--- config.mk ---
export PLATFORM = sky130hd
export DESIGN_NAME = ledger_datapath
export DESIGN_NICKNAME = d
export VERILOG_FILES = /design/src/rtl/ledger_datapath.sv
export SDC_FILE = /design/constraint.sdc
export NUM_CORES = 1
export LEC_CHECK = 0
export CORE_MARGIN = 2
export CORE_UTILIZATION = 55
export CTS_CLUSTER_SIZE = 16
export DETAILED_ROUTE_END_ITERATION = 16
export PLACE_DENSITY = 0.9
export RECOVER_POWER = 50
export SLEW_MARGIN = 20
export SYNTH_ARGS = -nofsm -noshare
export SYNTH_HDL_FRONTEND = slang
export SYNTH_SLANG_ARGS = --single-unit
--- constraint.sdc ---
create_clock -name clock -period 4.9 [get_ports clock]
set_clock_uncertainty 0.2 [all_clocks]
set_input_delay 0.98 -clock clock [delete_from_list [all_inputs] [get_ports clock]]
set_output_delay 0.98 -clock clock [all_outputs]
set_load 0.01 [all_outputs]
--- src/rtl/ledger_datapath.sv ---
// ledger_datapath: single-transfer engine over a bank of six 8-bit balances.
// It fetches the bank from memory, validates the transfer, applies it in one
// cycle, then waits for the memory controller to write the bank back.
module ledger_datapath (
  input  logic        clock,
  input  logic        resetn,
  input  logic        start,
  input  logic [2:0]  sender,
  input  logic [2:0]  receiver,
  input  logic [7:0]  amount,
  input  logic        load_registers,
  input  logic [47:0] mem_q,
  input  logic        mem_done,
  output logic        load_memory,
  output logic [47:0] datapath_out,
  output logic [2:0]  process,
  output logic        tx_ok,
  output logic        tx_err,
  output logic [2:0]  err_code
);

  typedef enum logic [2:0] {
    S_IDLE   = 3'd0,
    S_FETCH  = 3'd1,
    S_CHECK  = 3'd2,
    S_UPDATE = 3'd3,
    S_WRITE  = 3'd4,
    S_REJECT = 3'd5
  } state_e;

  state_e          state_q, state_d;
  logic [5:0][7:0] bank_q, bank_d;
  logic [2:0]      snd_q, snd_d, rcv_q, rcv_d, err_q, err_d;
  logic [7:0]      amt_q, amt_d, cnt_q, cnt_d;
  logic            seen_q, seen_d, low_q, low_d;
  logic [7:0]      bal_s, bal_r;

  // Next-state, bank update and transfer validation.
  always_comb begin
    state_d = state_q;
    bank_d  = bank_q;
    snd_d   = snd_q;
    rcv_d   = rcv_q;
    amt_d   = amt_q;
    err_d   = err_q;
    cnt_d   = cnt_q;
    seen_d  = seen_q;
    low_d   = low_q;
    // Index by comparison so an out-of-range index reads 0 instead of X.
    bal_s = '0;
    bal_r = '0;
    for (int i = 0; i < 6; i++) begin
      if (snd_q == 3'(i)) bal_s = bank_q[i];
      if (rcv_q == 3'(i)) bal_r = bank_q[i];
    end
    case (state_q)
      S_IDLE: begin
        if (start) begin
          snd_d   = sender;
          rcv_d   = receiver;
          amt_d   = amount;
          err_d   = 3'd0;
          cnt_d   = 8'd0;
          seen_d  = 1'b0;
          low_d   = 1'b0;
          state_d = S_FETCH;
        end
      end
      S_FETCH: begin
        cnt_d = 8'(cnt_q + 8'd1);
        if (load_registers) begin
          bank_d = mem_q;
          seen_d = 1'b1;
        end else if (seen_q) begin
          state_d = S_CHECK;
        end else if (cnt_q == 8'd254) begin
          // This is the 255th fetch cycle with no data: give up.
          state_d = S_REJECT;
          err_d   = 3'd5;
        end
      end
      S_CHECK: begin
        state_d = S_REJECT;
        if (snd_q > 3'd5 || rcv_q > 3'd5 || snd_q == rcv_q) err_d = 3'd1;
        else if (amt_q == 8'd0)                             err_d = 3'd2;
        else if (bal_s < amt_q)                             err_d = 3'd3;
        else if (({1'b0, bal_r} + {1'b0, amt_q}) > 9'd255)  err_d = 3'd4;
        else                                                state_d = S_UPDATE;
      end
      S_UPDATE: begin
        // Checks above guarantee neither side wraps.
        for (int i = 0; i < 6; i++) begin
          if (snd_q == 3'(i))      bank_d[i] = 8'(bank_q[i] - amt_q);
          else if (rcv_q == 3'(i)) bank_d[i] = 8'(bank_q[i] + amt_q);
        end
        state_d = S_WRITE;
      end
      S_WRITE: begin
        if (!mem_done)  low_d   = 1'b1;
        else if (low_q) state_d = S_IDLE;
      end
      S_REJECT: state_d = S_IDLE;
      default:  state_d = S_IDLE;
    endcase
  end

  // State and datapath registers with synchronous active-low reset.
  always_ff @(posedge clock) begin
    if (!resetn) begin
      state_q <= S_IDLE;
      bank_q  <= '0;
      snd_q   <= '0;
      rcv_q   <= '0;
      amt_q   <= '0;
      err_q   <= '0;
      cnt_q   <= '0;
      seen_q  <= 1'b0;
      low_q   <= 1'b0;
    end else begin
      state_q <= state_d;
      bank_q  <= bank_d;
      snd_q   <= snd_d;
      rcv_q   <= rcv_d;
      amt_q   <= amt_d;
      err_q   <= err_d;
      cnt_q   <= cnt_d;
      seen_q  <= seen_d;
      low_q   <= low_d;
    end
  end

  assign process      = state_q;
  assign datapath_out = bank_q;
  assign err_code     = err_q;
  assign load_memory  = (state_q == S_FETCH) && !seen_q;
  assign tx_err       = (state_q == S_REJECT);
  // Commit pulse lands in the completing cycle itself; a reset in that same
  // cycle aborts the transfer, so it suppresses the pulse.
  assign tx_ok        = resetn && (state_q == S_WRITE) && low_q && mem_done;

endmodule

==> reports/summary.txt <==
outcome -> finished with violations
violated checks -> capacitance limit, slew limit
met2 usage -> 54.7%
Synth Area in Compound Gates -> 23.3%
core footprint -> 0.0126 mm2
syn nets -> 1089
Worst Setup Path Type -> in2reg
WL final -> 23400 um
GRT Util Overall -> 33.6%
initial antenna violation count -> 0
EDFF count, synth -> 0
M1 GR Usage -> 42.5%
maximum VDD drop -> 163 uV
die height -> 118 um
first-pass GRT wire length -> 37200 um
initial core utilization -> 56.2%
Slew Limit Headroom -> -83.7%
Power Density -> 314 mW/mm2
share of post-route cells with drive strength above 1 -> 5.60%
Post-Syn Area -> 0.00709 mm2
Hold Path Class -> reg2reg
Fmax -> 0.233 GHz
H-tree depth -> 3
r2r endpoint -> err_code[2]
top cells by count, synth -> nand2_1 (123), nor2_1 (109), a21oi_1 (94)
maximum clock path buffer count -> 2
gr busiest metal -> met2
CTS Hold Bufs -> 0
most frequent cell after synthesis -> nand2_1
XOR/XNOR Fraction of Synth Area -> 9.02%
FF-to-FF setup slack -> 740 ps
Via density -> 6.11
slowest library cell on the worst path -> clkbuf_1
delay of the slowest critical-path stage -> 1960 ps
Clk Latency, worst-skew pair -> 350 ps
overflow left after global routing -> 0
nets -> 1183
CP Capture Point -> err_code[2]
async set-reset flop share out of synthesis -> 0%
clock transition at the registers of the reported paths -> 60 ps
Max Slew Vio Count -> 57
antenna-violating nets left -> 0
layout filler cell count -> 1046
Syn. warnings -> 0
Critical R2R Launch -> snd_q[1]
multiplexer share of the synthesized area -> 6.60%
first-pass iteration count of the detailed router -> 6
PostCTS Resize Cnt -> 0
Diodes inserted -> 0
unrepaired setup endpoints after global routing -> no
DR WL/cell -> 19.1 um
M3 GR Usage -> 7.27%
Leakage -> 3.56 nW
top cell type's share of synthesized area -> 22.0%
Setup crit start -> resetn
largest net degree at the start of global routing -> 57
Syn Area/Cell -> 7.43 um2
CTS Buf Count -> 9
Post-CTS Setup Repair Bufs -> 0
DR DRC count -> 0
transition time of the tightest slew-check pin -> 2760 ps
CP Data Arrival Time -> 4250 ps
clock root cell -> clkbuf_16
Hold Vio Cnt, Final -> 0
final setup TNS -> 0 ps
post-route minimum period -> 4300 ps
Max Cap Viol -> 1
RePlAce Congestion -> 1.01
CP startpoint kind -> input port
Post-Synth Simple-Gate Area -> 20.2%
die area -> 0.0138 mm2
Post-Synth Adder-Cell Area -> 12.7%
main combinational cell family by area after synthesis -> compound AO/OA/AOI/OAI gates
Die X -> 118 um
1st-iter DRT viols -> 772
flop and latch count out of synthesis -> 78
Design Power -> 0.00274 W
critical-path cell list -> dlygate4sd3_1, inv_1, clkbuf_1, or2_2, nor3_1, o2bb2ai_2
Final Cycle Share -> 87.7%
post-synthesis cell type count -> 60
critical path capture point type -> flop
area grow syn2layout -> 23.0%
vias in the first global route -> 7143
Sink Count -> 78
final setup violating endpoints -> 0
CP max FO -> 56
Req. time, crit path -> 4850 ps
Synth area leaders -> dfxtp_1 (22%), ha_1 (11%), xnor2_1 (8.9%)
post-synth top area cell -> dfxtp_1
Worst R2R Path Depth -> 13
dpl hpwl -> 17000 um
routed vias -> 7485
port buffer count -> 123
num rows -> 41
CTS tree -> yes
IO Pins -> 124
Cells after Synth -> 954
Synth Flop Type -> dfxtp_1
post-synthesis sequential area ratio -> 22.0%
[per-stage QoR]
| stage | cells | area (um2) | hold slack, ps | util [%] | worst slack [ps] |
|---|---|---|---|---|---|
| after global routing | 1225 | 8720 | 312 | 69.1 | 447 |
| after detailed placement | 1209 | 8430 | 267 | 66.8 | 899 |
| final | 1225 | 8720 | 280 | 69.1 | 601 |
| after floorplan | 954 | 7090 | 246 | - | 1220 |
| after global placement | 1209 | 8430 | 255 | 66.8 | 1020 |
| after CTS | 1225 | 8720 | 278 | 69.1 | 874 |
[registers in the layout, summed over array words and instances (netlist names)]
register      cells
datapath_out     48
amt_q             8
cnt_q             8
err_code          3
process           3
rcv_q             3
snd_q             3
low_q             1
seen_q            1
[critical path, delay by kind of cell]
kind	cells	cell delay, ps
and+or+nand+nor	2	440
buffers and inverters	3	2690
AOI/OAI and AO/OA	1	130
[area by class of cell]
class / instances / area, um2 / area share [%]
Tap cell: 172 / 215 / 2.47
Timing Repair Buffer: 144 / 1380 / 15.8
Multi-Input combinational cell: 772 / 5100 / 58.5
Clock inverter: 7 / 73.8 / 0.847
Sequential cell: 78 / 1560 / 17.9
Clock buffer: 9 / 225 / 2.58
Inverter: 43 / 161 / 1.85
[worst min path at each step]
stage	cells after the start	startpoint	end
5_1_grt	2	err_code[1]	err_code[1]
6_report	2	low_q	low_q
3_3_place_gp	2	low_q	low_q
2_1_floorplan	2	low_q	low_q
3_5_place_dp	2	low_q	low_q
4_1_cts	2	low_q	low_q
[cells in the final DEF (no fill, tap or decap), types with 3 or more instances in the layout]
cell type and n:
o21ai_1 3, nand2_1 123, o211ai_1 11, a22oi_1 11
mux2i_1 31, inv_1 41, and2_1 3, o21a_1 8
clkdlybuf4s50_1 70, clkbuf_16 9, nor2b_1 10, nand4_1 5
a311oi_1 6, o21ai_0 65, a22o_1 5, nand2b_1 7
nor3_1 15, buf_4 19, nand3b_1 6, dlygate4sd3_1 53
a21o_1 10, a31oi_1 17, dfxtp_1 78, xnor2_1 72
fa_1 7, nor2_1 109, mux2_2 10, nor3b_1 4
a21oi_1 94, ha_1 61, a211oi_1 23, o21bai_1 6
nand3_1 8, or4_1 3, or3_1 8
[routing by layer]
layer | up-vias | wire length, um
li1 | 3529 | -
met1 | 3494 | 9550
met2 | 393 | 10700
met3 | 69 | 2240
met4 | 0 | 898
met5 | - | 0
[logic make-up after synthesis]
kind of cell,after synthesis
simple gates,318
xor+xnor,73
flops,78
mux,43
fa+ha+maj,68
buf+inv,104
compound gates,270
[where the power goes]
part | total, W | leakage (nW) | switching, W | internal, W
sequential | 0.000786 | 0.637 | 0.000106 | 0.000680
clock | 0.000694 | 0.146 | 0.000297 | 0.000396
combinational | 0.00126 | 2.78 | 0.000665 | 0.000593
total | 0.00274 | 3.56 | 0.00107 | 0.00167
Note: power is estimated with default switching activity, not from simulation.
